--- config.mk ---
export PLATFORM = sky130hd
export DESIGN_NAME = clk_en_sched
export DESIGN_NICKNAME = d
export VERILOG_FILES = /design/src/rtl/clk_en_sched.sv
export SDC_FILE = /design/constraint.sdc
export NUM_CORES = 1
export LEC_CHECK = 0
export CAP_MARGIN = 25
export CORE_MARGIN = 5
export CORE_UTILIZATION = 25
export CTS_CLUSTER_DIAMETER = 120
export DETAILED_ROUTE_END_ITERATION = 16
export PLACE_DENSITY_LB_ADDON = 0.25
export SLEW_MARGIN = 0
export SYNTH_ARGS = -nofsm -noshare
export SYNTH_HDL_FRONTEND = slang
export SYNTH_SLANG_ARGS = --single-unit
--- constraint.sdc ---
create_clock -name clk -period 4.6 [get_ports clk]
set_input_delay 0.69 -clock clk [delete_from_list [all_inputs] [get_ports clk]]
set_output_delay 0.69 -clock clk [all_outputs]
set_load 0.1 [all_outputs]
--- src/rtl/clk_en_sched.sv ---
// -----------------------------------------------------------------------------
// clk_en_sched
//
// Scheduler for clock enables. A shared prescaler wraps every PRE_DIV cycles
// and emits base_tick. Each of the NCH channels holds a period P, an enable
// and a down-counter. On every prescaler wrap, an enabled channel whose
// counter is zero reloads P, pulses ch_tick and toggles ch_clk. An enabled
// channel whose counter is nonzero decrements it. The result is one pulse
// every P+1 base ticks, and ch_clk is a level that toggles at that rate.
//
// Ports
//   clk         single clock; all state changes on its rising edge
//   rst         synchronous, active-high reset
//   cfg_valid   configuration write request
//   cfg_ready   a write can be accepted this cycle (low in the prescaler's
//               terminal cycle and during reset)
//   cfg_ch      target channel; indices >= NCH complete the handshake and
//               change nothing
//   cfg_period  new period P for the target channel
//   cfg_en      new enable for the target channel
//   base_tick   one-cycle registered pulse on each prescaler wrap
//   ch_tick     per-channel one-cycle enable pulses, aligned with base_tick
//   ch_clk      per-channel toggling divided-clock levels (0 when disabled)
//   active      per-channel enable bits
// -----------------------------------------------------------------------------
module clk_en_sched #(
  parameter int PRE_DIV = 1048576,  // prescale ratio, 2 .. 2^20
  parameter int NCH     = 4,        // number of channels, 1 .. 8
  parameter int PER_W   = 8,        // period / counter width
  localparam int CH_W   = (NCH > 1) ? $clog2(NCH) : 1
) (
  input  logic             clk,
  input  logic             rst,
  input  logic             cfg_valid,
  output logic             cfg_ready,
  input  logic [CH_W-1:0]  cfg_ch,
  input  logic [PER_W-1:0] cfg_period,
  input  logic             cfg_en,
  output logic             base_tick,
  output logic [NCH-1:0]   ch_tick,
  output logic [NCH-1:0]   ch_clk,
  output logic [NCH-1:0]   active
);

  // Terminal prescaler value. PRE_DIV can be as large as 2^20, so PRE_DIV-1
  // always fits the 20-bit counter.
  localparam logic [19:0] PRE_LAST = 20'(PRE_DIV - 1);

  // ---------------------------------------------------------------------------
  // Prescaler and base tick
  // ---------------------------------------------------------------------------
  logic [19:0] pre_q;
  logic [19:0] pre_d;
  logic        base_tick_q;
  logic        base_tick_d;
  logic        wrap;

  always_comb begin
    wrap        = (pre_q == PRE_LAST);
    pre_d       = wrap ? 20'd0 : (pre_q + 20'd1);
    // Registered, so the pulse appears the cycle after the terminal count.
    base_tick_d = wrap;
  end

  always_ff @(posedge clk) begin
    if (rst) begin
      pre_q       <= 20'd0;
      base_tick_q <= 1'b0;
    end else begin
      pre_q       <= pre_d;
      base_tick_q <= base_tick_d;
    end
  end

  assign base_tick = base_tick_q;

  // ---------------------------------------------------------------------------
  // Configuration handshake
  //
  // Writes are refused in the wrap cycle. As a result, a channel never sees a
  // write and a wrap update in the same cycle, which keeps the per-channel
  // next-state logic a simple priority chain. The prescaler itself never
  // looks at the write path, so writes cannot disturb the base_tick phase.
  // ---------------------------------------------------------------------------
  logic wr_acc;

  assign cfg_ready = ~rst & ~wrap;
  assign wr_acc    = cfg_valid & cfg_ready;

  // ---------------------------------------------------------------------------
  // Channels
  // ---------------------------------------------------------------------------
  genvar gi;
  generate
    for (gi = 0; gi < NCH; gi++) begin : g_ch
      logic [PER_W-1:0] period_q;
      logic [PER_W-1:0] period_d;
      logic [PER_W-1:0] cnt_q;
      logic [PER_W-1:0] cnt_d;
      logic             en_q;
      logic             en_d;
      logic             tick_q;
      logic             tick_d;
      logic             clk_q;
      logic             clk_d;
      logic             sel;

      always_comb begin
        // Out-of-range cfg_ch values match no channel, so those writes
        // complete the handshake but change nothing.
        sel      = wr_acc && (cfg_ch == CH_W'(gi));
        period_d = period_q;
        cnt_d    = cnt_q;
        en_d     = en_q;
        clk_d    = clk_q;
        tick_d   = 1'b0;

        if (sel) begin
          // Loading the counter with P puts the first pulse on base tick P+1
          // after the write. Clearing ch_clk restarts the divided clock at a
          // known level.
          period_d = cfg_period;
          en_d     = cfg_en;
          cnt_d    = cfg_period;
          clk_d    = 1'b0;
        end else if (!en_q) begin
          // Disabled: the counter holds its value and the level is forced low.
          clk_d = 1'b0;
        end else if (wrap) begin
          if (cnt_q == '0) begin
            cnt_d  = period_q;
            tick_d = 1'b1;
            clk_d  = ~clk_q;
          end else begin
            cnt_d = cnt_q - PER_W'(1);
          end
        end
      end

      always_ff @(posedge clk) begin
        if (rst) begin
          period_q <= '0;
          cnt_q    <= '0;
          en_q     <= 1'b0;
          tick_q   <= 1'b0;
          clk_q    <= 1'b0;
        end else begin
          period_q <= period_d;
          cnt_q    <= cnt_d;
          en_q     <= en_d;
          tick_q   <= tick_d;
          clk_q    <= clk_d;
        end
      end

      assign ch_tick[gi] = tick_q;
      assign ch_clk[gi]  = clk_q;
      assign active[gi]  = en_q;
    end
  endgenerate

endmodule

==> results of run 1 <==
[worst paths after layout]
path | slack (ns) | endpoint | from
max | 1.19 | cfg_ready | pre_q[0]$_SDFF_PP0_
min | 0.45 | pre_q[0]$_SDFF_PP0_ | pre_q[0]$_SDFF_PP0_
max reg2reg | 1.94 | g_ch[1].cnt_q[3]$_SDFFE_PP0P_ | pre_q[0]$_SDFF_PP0_
min reg2reg | 0.45 | pre_q[0]$_SDFF_PP0_ | pre_q[0]$_SDFF_PP0_
[power by group through the flow]
| stage | clock network [µW] | registers (µW) | logic, µW |
|---|---|---|---|
| 3_5_place_dp | 0 | 902 | 205 |
| 2_1_floorplan | 0 | 896 | 156 |
| 4_1_cts | 811 | 882 | 206 |
| 6_report | 782 | 883 | 204 |
| 5_1_grt | 841 | 886 | 228 |
| 3_3_place_gp | 0 | 901 | 201 |
[sequential cells by signal, summed over array words and instances (netlist names)]
signal         cells
g_ch.en_q          4
g_ch.cnt_q        32
g_ch.period_q     32
g_ch.tick_q        4
g_ch.clk_q         4
pre_q             20
base_tick          1
[Yosys cell counts, types with 11 or more instances]
| cell type | instances |
|---|---|
| nand2_1 | 100 |
| dfxtp_1 | 97 |
| nor2_1 | 50 |
| a21oi_1 | 49 |
| nand3_1 | 48 |
| a31oi_1 | 30 |
| inv_1 | 19 |
| xnor2_1 | 19 |
| o211ai_1 | 16 |
| clkbuf_1 | 15 |
| buf_4 | 12 |
| nor3_1 | 12 |
| buf_2 | 11 |
| xor2_1 | 11 |
[cell families after synthesis]
group	Yosys count	synth area share (%)
AND/OR/NAND/NOR	263	26.52
XOR/XNOR	30	5.476
AO/OA/AOI/OAI	135	18.44
flip-flops	97	40.47
buffers and inverters	58	5.919
adder cells (fa/ha/maj)	9	2.347
multiplexers	4	0.8345
[worst reg2reg max path: stages (launching register included)]
cell,delay (ns)
dfxtp_1,0.35
ha_1,0.23
nand4_2,0.20
or3_1,0.65
o21ai_2,0.70
nor2_1,0.07
a2111oi_0,0.35
[routing by layer]
layer  routed length (µm)  part of all wire, %  vias up  GRT usage, %
met5                    0                    0        -             0
met1                 6211                   47     2076         15.94
met4                  206                  1.5        0         4.665
met2                 6331                   48       65         20.39
li1                     -                    -     2118             -
met3                  561                  4.2       17         2.163
[stage by stage]
stage / util (%) / total power [µW] / std cells / cell area [µm²]
detailed placement: 27.69 / 1107 / 848 / 5214
CTS: 29.30 / 1900 / 863 / 5518
finish: 29.30 / 1869 / 863 / 5518
floorplan: - / 1052 / 596 / 4798
global placement: 27.66 / 1102 / 847 / 5209
global route: 29.30 / 1954 / 863 / 5518
[layout make-up]
class	instances	area [µm²]
fillers	2023	13310
multi-input cells	441	2572
flip-flops and latches	97	1942
well taps	260	325.3
repair buffers	31	302.8
clock buffers	11	252.7
inverters	19	71.32
clock inverters	4	51.30
==> flow_metrics.tcl, run 1 <==
set metrics [dict create \
    timing.critical_path.buf_inv 3 \
    grt_pass1_wl_mm 21.81 \
    worstSetupStartpointType "flop" \
    yosys_warnings 0 \
    syn_area_mm2 0.004798 \
    worstMarginPinSlew_ns 0.9852 \
    whs_ns 0.4504 \
    viasPerCell 4.955 \
    yosysSeqAreaShare_pct 40.47 \
    finalHoldViolations 0 \
    critPathMaxFanout 16 \
    slew_viol_final 0 \
    cts_made_buffers 9 \
    clock_tree.root_cell "clkbuf_16" \
    fmax_mhz 293.6 \
    cts_buffer_depth 2 \
    ys_top_cells_by_area "dfxtp_1 40%, nand2_1 7.8%, a21oi_1 5.1%" \
    finalCriticalPeriod_ns 3.406 \
    path_class "flop to output port" \
    cts_setup_buffers 0 \
    insertion_delay_ns 0.35 \
    clk_pin_slew_ns 0.06 \
    grt_usage_pct 12.29 \
    max-slew-margin-rel_pct 34.12 \
    hp-class "flop to flop" \
    routed_wl_mm 13.31 \
    setup_viol 0 \
    power_frac_clock_pct 41.9 \
    grt_max_degree 84 \
    worstRegToRegCells 6 \
    synthArstFlopShare_pct 0 \
    port_buffers 27 \
    synth_cell_types 58 \
    cp_data_arrival_time_ns 2.72 \
    tns_ns 0 \
    drv_cap 0 \
    initial_core_util_pct 25.48 \
    cp_slowest_cell "nand2b_1" \
    io_pins 28 \
    post_cts_resized 0 \
    ys_seq_elements 97 \
    post-route-drc-count 0 \
    antenna_found_initial 0 \
    setup_ws_ns 1.194 \
    finalClockSkew_ns 0.006422 \
    hold_buffers 0 \
    crit_path_cell_trace "ha_1 > nand4_2 > nor3_1 > buf_4 > nand2_1 > nand2b_1 > inv_1 > buf_12" \
    required_ns 3.91 \
    cts.sinks 97 \
    overflow 0 \
    layout-drive-gt1-share_pct 6.468 \
    die_w_um 148.5 \
    synth_top_area_cell "dfxtp_1" \
    pre_cts_ws_ns 1.563 \
    antenna_left 0 \
    rsz0062_at_grt "no" \
    power.switching_uw 485.2 \
    layout_common_cells "100 x nand2_1, 97 x dfxtp_1, 50 x nor2_1" \
    vias 4276 \
    synth_top_area_share_pct 40.47 \
    cts_htree_levels 3 \
    synth_edf_count 0 \
    pwr_density_cell_mw_per_mm2 338.7 \
    post_drt_wl_per_cell_um 15.42 \
    design.die.area_mm2 0.02206 \
    synth_area_per_cell_um2 8.051 \
    syn-instance-count 596 \
    hold_depth 1 \
    synth_nets 619 \
    nets 622 \
    layout_commonest_cell "nand2_1" \
    critPathTopFamily "simple AND/OR/NAND/NOR gates" \
    cp_slowest_stage_delay_ns 0.52 \
    drt_pass1_iterations 5 \
    grt_pass1_vias 4239 \
    drtIter0Drc 225 \
    pwr-share-seq_pct 47.2 \
    gp_congestion 0.7968 \
    cts_tree "yes" \
    cp_num_cells 8 \
    core-area_mm2 0.01883 \
    synth-main-ff-cell "dfxtp_1" \
    die_y_um 148.5 \
    leakage_uw 0.001813 \
    antenna_cells 0 \
    switching_share_pct 25.96 \
    area_growth_pct 14.99 \
    status "finished clean" \
    ir_drop_mv 0.1812 \
    rows 50 \
    hpwl_mm 9.218 \
    worst_setup_path_end_kind "output port" \
    p_int_uw 1384 \
    min_period_over_period_pct 74.04 \
    p_comb_share_pct 10.9 \
]
No activity file was read; power rests on OpenSTA's default activity.
==> run 2: changes to the inputs <==
- clock period: 4.6 -> 3.5 ns (I/O delays scaled with it)
==> run 2 against run 1 <==
Effect of this change:
- wire length down 0.74%
- register-to-register slack got worse by 1.0 ns
- critical path depth is 2 higher
- combinational power grew 33%
- worst setup slack lost 0.61 ns
- sequential power grew 31%
- via count about the same
- power rose by 32%
- final cell count increased by 0.81%
==> flow_metrics.tcl, run 2 (synthesis results as in run 1) <==
set metrics [dict create \
    routed_wl_mm 13.21 \
    post_drt_wl_per_cell_um 15.19 \
    stdcell_count 870 \
    path_class "flop to output port" \
    fin_util_pct 29.60 \
    rsz0062_at_grt "no" \
    leakage_uw 0.001848 \
    viasPerCell 4.917 \
    design.die.area_mm2 0.02206 \
    io_pins 28 \
    clock_tree.root_cell "clkbuf_16" \
    drtIter0Drc 183 \
    die_w_um 148.5 \
    setup_viol 0 \
    antenna_cells 0 \
    cts_htree_levels 3 \
    fmax_mhz 343.1 \
    worst_setup_path_end_kind "output port" \
    cts_tree "yes" \
    antenna_found_initial 0 \
    cts.sinks 97 \
    cts_made_buffers 9 \
    die_y_um 148.5 \
    power.total_uw 2475 \
    fillerInstances 2031 \
    layout-drive-gt1-share_pct 7.377 \
    min_period_over_period_pct 83.27 \
    hold_buffers 0 \
    insertion_delay_ns 0.35 \
    vias 4278 \
    startpoint "pre_q[0]$_SDFF_PP0_" \
    antenna_left 0 \
    reg2reg_from "pre_q[0]$_SDFF_PP0_" \
    area_growth_pct 16.17 \
    max-slew-margin-rel_pct 33.94 \
    port_buffers 27 \
    grt_pass1_wl_mm 21.07 \
    slew_viol_final 0 \
    dp.cells 856 \
    drv_cap 0 \
    cts_setup_buffers 0 \
    post_cts_resized 0 \
    finalClockSkew_ns 0.008758 \
    drt_pass1_iterations 4 \
    ir_drop_mv 0.2132 \
    gp_congestion 0.8088 \
    core-area_mm2 0.01883 \
    critPathMaxFanout 16 \
    required_ns 2.97 \
    hold_start "pre_q[0]$_SDFF_PP0_" \
    layout_common_cells "100 x nand2_1, 97 x dfxtp_1, 50 x nor2_1" \
    post-route-drc-count 0 \
    nets 630 \
    pwr_density_cell_mw_per_mm2 444.1 \
    reg_top3 "g_ch.cnt_q x32, g_ch.period_q x32, pre_q x20" \
    worstSetupStartpointType "flop" \
    whs_ns 0.4523 \
    status "finished clean" \
    initial_core_util_pct 25.48 \
    finalHoldViolations 0 \
    grt_usage_pct 11.91 \
    worstMarginPinSlew_ns 0.9879 \
    tns_ns 0 \
    grt_pass1_vias 4024 \
    overflow 0 \
    cp_data_arrival_time_ns 2.39 \
    hpwl_mm 9.278 \
    rows 50 \
    hp-class "flop to flop" \
    clk_pin_slew_ns 0.07 \
    cts_buffer_depth 2 \
    grt_max_degree 32 \
    layout_commonest_cell "nand2_1" \
    finalCriticalPeriod_ns 2.914 \
]
-- run 2: cell types whose count changed in the layout (fill, tap and decap cells not counted) --
cell	previous run	this run
buf_4	3	13
inv_6	1	0
clkdlybuf4s50_1	25	24
clkbuf_8	2	0
bufinv_16	1	2
buf_2	2	1
clkinv_2	1	0
clkbuf_1	0	2
-- run 2: path summary, 6_finish.rpt --
| kind | cells after the start | slack [ns] | end |
|---|---|---|---|
| worst max-delay path | 10 | 0.59 | cfg_ready |
| worst min-delay path | 1 | 0.45 | pre_q[0]$_SDFF_PP0_ |
| worst max register to register | 6 | 0.93 | g_ch[2].cnt_q[4]$_SDFFE_PP0P_ |
| worst min register to register | 1 | 0.45 | pre_q[0]$_SDFF_PP0_ |
-- run 2: metrics by stage --
stage | area (µm²) | setup slack, ns
finish | 5574 | 0.5856
global route | 5574 | 0.4421
floorplan | 4798 | 1.037
detailed placement | 5274 | 0.9458
CTS | 5574 | 0.5634
global placement | 5274 | 0.9778
-- run 2: metal layers --
layer	up-vias	track usage [%]	wire length [µm]
met5	-	0	0
met4	0	4.988	297
met3	24	2.072	543
met2	85	19.28	6159
met1	2050	15.65	6210
li1	2119	-	-
-- run 2: power by group --
part           total (µW)  switching (µW)  internal, µW  leakage, µW
logic                 271             172          99.2     0.000920
registers            1160            28.2          1130     0.000787
clock network        1040             424           619     0.000142
-- run 2: worst max-delay path: stages (launching register included) --
cell and delay, ns:
dfxtp_1 0.36, ha_1 0.24, nand4_2 0.20, nor3_1 0.23, buf_4 0.22, nand2_1 0.07
buf_4 0.17, nand2b_1 0.07, buf_4 0.21, inv_1 0.10, buf_12 0.17
-- run 2: cell type report --
type / instances / area, µm² / area share, %
multi-input cells: 441 / 2572 / 46.15
flip-flops and latches: 97 / 1942 / 34.84
repair buffers: 39 / 362.8 / 6.510
well taps: 260 / 325.3 / 5.836
clock buffers: 11 / 232.7 / 4.175
inverters: 19 / 71.32 / 1.279
clock inverters: 3 / 67.56 / 1.212
==> run 3: changes to the inputs <==
- clock period: 3.5 -> 2.56 ns (I/O delays scaled with it)
==> run 3 against run 2 <==
Effect of this change:
- critical path depth fell by 3
- global-route usage rose by 0.32 points
- utilization rose by 0.53 points
- critical endpoint unchanged
- die area did not move
- non-clock buffer count rose by 10
- sequential share of layout area fell by 0.61 points
- largest cell class unchanged
- hold slack got worse by 0.18 ns
- clock-buffer cell count fell by 2
- wire length rose by 1.1%
==> flow_metrics.tcl, run 3 (synthesis results as in run 1) <==
set metrics [dict create \
    post_drt_wl_per_cell_um 15.14 \
    reg_top3 "g_ch.cnt_q x32, g_ch.period_q x32, pre_q x20" \
    cp_data_arrival_time_ns 1.94 \
    antenna_left 0 \
    power.switching_uw 889.7 \
    layout-drive-gt1-share_pct 11.90 \
    drt_pass1_iterations 5 \
    worst_setup_path_end_kind "output port" \
    pwr_density_cell_mw_per_mm2 624.2 \
    clock_tree.root_cell "clkbuf_16" \
    status "finished clean" \
    cts_made_buffers 9 \
    power_frac_clock_pct 44.2 \
    routed_wl_mm 13.36 \
    critPathMaxFanout 6 \
    power.total_uw 3542 \
    p_int_uw 2652 \
    cts_tree "yes" \
    worstSetupStartpointType "flop" \
    drtIter0Drc 192 \
    grt_pass1_vias 4244 \
    worstRegToRegCells 3 \
    io_pins 28 \
    cts.sinks 97 \
    fmax_mhz 430.5 \
    clk_pin_slew_ns 0.07 \
    core-area_mm2 0.01883 \
    area_growth_pct 18.25 \
    hp-class "input pin to flop" \
    final_area_mm2 0.005674 \
    layout_common_cells "99 x nand2_1, 97 x dfxtp_1, 50 x nor2_1" \
    viasPerCell 4.965 \
    tns_ns 0 \
    highest_layer "met4" \
    switching_share_pct 25.12 \
    rsz0062_at_grt "no" \
    design.die.area_mm2 0.02206 \
    hold_depth 2 \
    stdcell_count 882 \
    die_w_um 148.5 \
    antenna_found_initial 0 \
    hpwl_mm 9.526 \
    min_period_over_period_pct 90.73 \
    p_comb_share_pct 11.0 \
    max-slew-margin-rel_pct 52.25 \
    pre_cts_ws_ns 0.1754 \
    hold_buffers 0 \
    cts_htree_levels 3 \
    vias 4379 \
    grt_pass1_wl_mm 21.85 \
    wl_met1_mm 6.222 \
    grt_max_degree 53 \
    rows 50 \
    setup_viol 0 \
    worstMarginPinSlew_ns 0.7064 \
    die_y_um 148.5 \
    overflow 0 \
    finalHoldViolations 0 \
    path_class "flop to output port" \
    setup_ws_ns 0.2373 \
    pwr-share-seq_pct 44.8 \
    grt_usage_pct 12.23 \
    dp.cells 866 \
    required_ns 2.18 \
    slew_viol_final 0 \
    port_buffers 27 \
    cts_buffer_depth 2 \
    layout_commonest_cell "nand2_1" \
    post_dp_cell_area_mm2 0.005319 \
    insertion_delay_ns 0.35 \
    ir_drop_mv 0.3825 \
    leakage_uw 0.001952 \
    wl_met2_mm 6.341 \
    wl_met3_um 555 \
    drv_cap 0 \
    gp_congestion 0.8232 \
    finalCriticalPeriod_ns 2.323 \
    post-route-drc-count 0 \
    nets 640 \
    r2r_slack_ns 0.25 \
    finalClockSkew_ns 0.005459 \
    initial_core_util_pct 25.48 \
    antenna_cells 0 \
]
-- run 3: changes by cell type in the layout (fill, tap and decap cells not counted), sizes merged --
cell           previous run  this run
clkinv                    0         3
buf                      15        37
clkdlybuf4s50            24        12
clkbuf                   11         9
bufinv                    2         3
clkinvlp                  1         0
inv                      19        20
-- run 3: final timing paths --
kind | startpoint | endpoint
worst max-delay path | pre_q[0]$_SDFF_PP0_ | cfg_ready
worst min-delay path | rst | base_tick$_SDFF_PP0_
worst max register to register | g_ch[2].cnt_q[2]$_SDFFE_PP0P_ | g_ch[2].tick_q$_SDFF_PP0_
worst min register to register | g_ch[2].period_q[1]$_SDFFE_PP0P_ | g_ch[2].period_q[1]$_SDFFE_PP0P_
-- run 3: critical path, cell delays in order, from the launching register on --
cell	delay, ns
dfxtp_1	0.36
ha_1	0.23
nand4_2	0.20
nor3_2	0.27
nand2_2	0.14
nand2b_1	0.13
inv_1	0.09
buf_12	0.17
-- run 3: what timing repair did --
action | CTS | global route
hold endpoints to repair | 0 | 0
gates resized for setup | 0 | 3
setup buffers | 0 | 0
endpoints found under the setup margin | 0 | 4
-- run 3: area by class of cell --
cell class / instances / area (µm²)
Fill cell: 2014 / 13160
Multi-Input combinational cell: 441 / 2585
Sequential cell: 97 / 1942
Timing Repair Buffer: 49 / 407.9
Tap cell: 260 / 325.3
Clock buffer: 9 / 225.2
Clock inverter: 7 / 117.6
Inverter: 19 / 71.32
-- run 3: power by group through the flow --
stage / logic, µW / clock network [µW] / registers [µW]
finish: 390 / 1570 / 1590
global route: 431 / 1660 / 1590
CTS: 390 / 1620 / 1590
detailed placement: 389 / 0 / 1620
global placement: 383 / 0 / 1620
floorplan: 281 / 0 / 1610
-- run 3: per-stage QoR --
| stage | utilization [%] | hold slack [ns] |
|---|---|---|
| 3_3_place_gp | 28.25 | 0.4315 |
| 3_5_place_dp | 28.25 | 0.4474 |
| 2_1_floorplan | - | 0.4175 |
| 5_1_grt | 30.13 | 0.2886 |
| 6_report | 30.13 | 0.2733 |
| 4_1_cts | 30.07 | 0.2709 |
-- run 3: per-layer routing --
layer  up-vias  GRT usage [%]
li1       2151              -
met5         -              0
met4         0          4.480
met1      2101          16.12
met2       108          20.23
met3        19          1.920
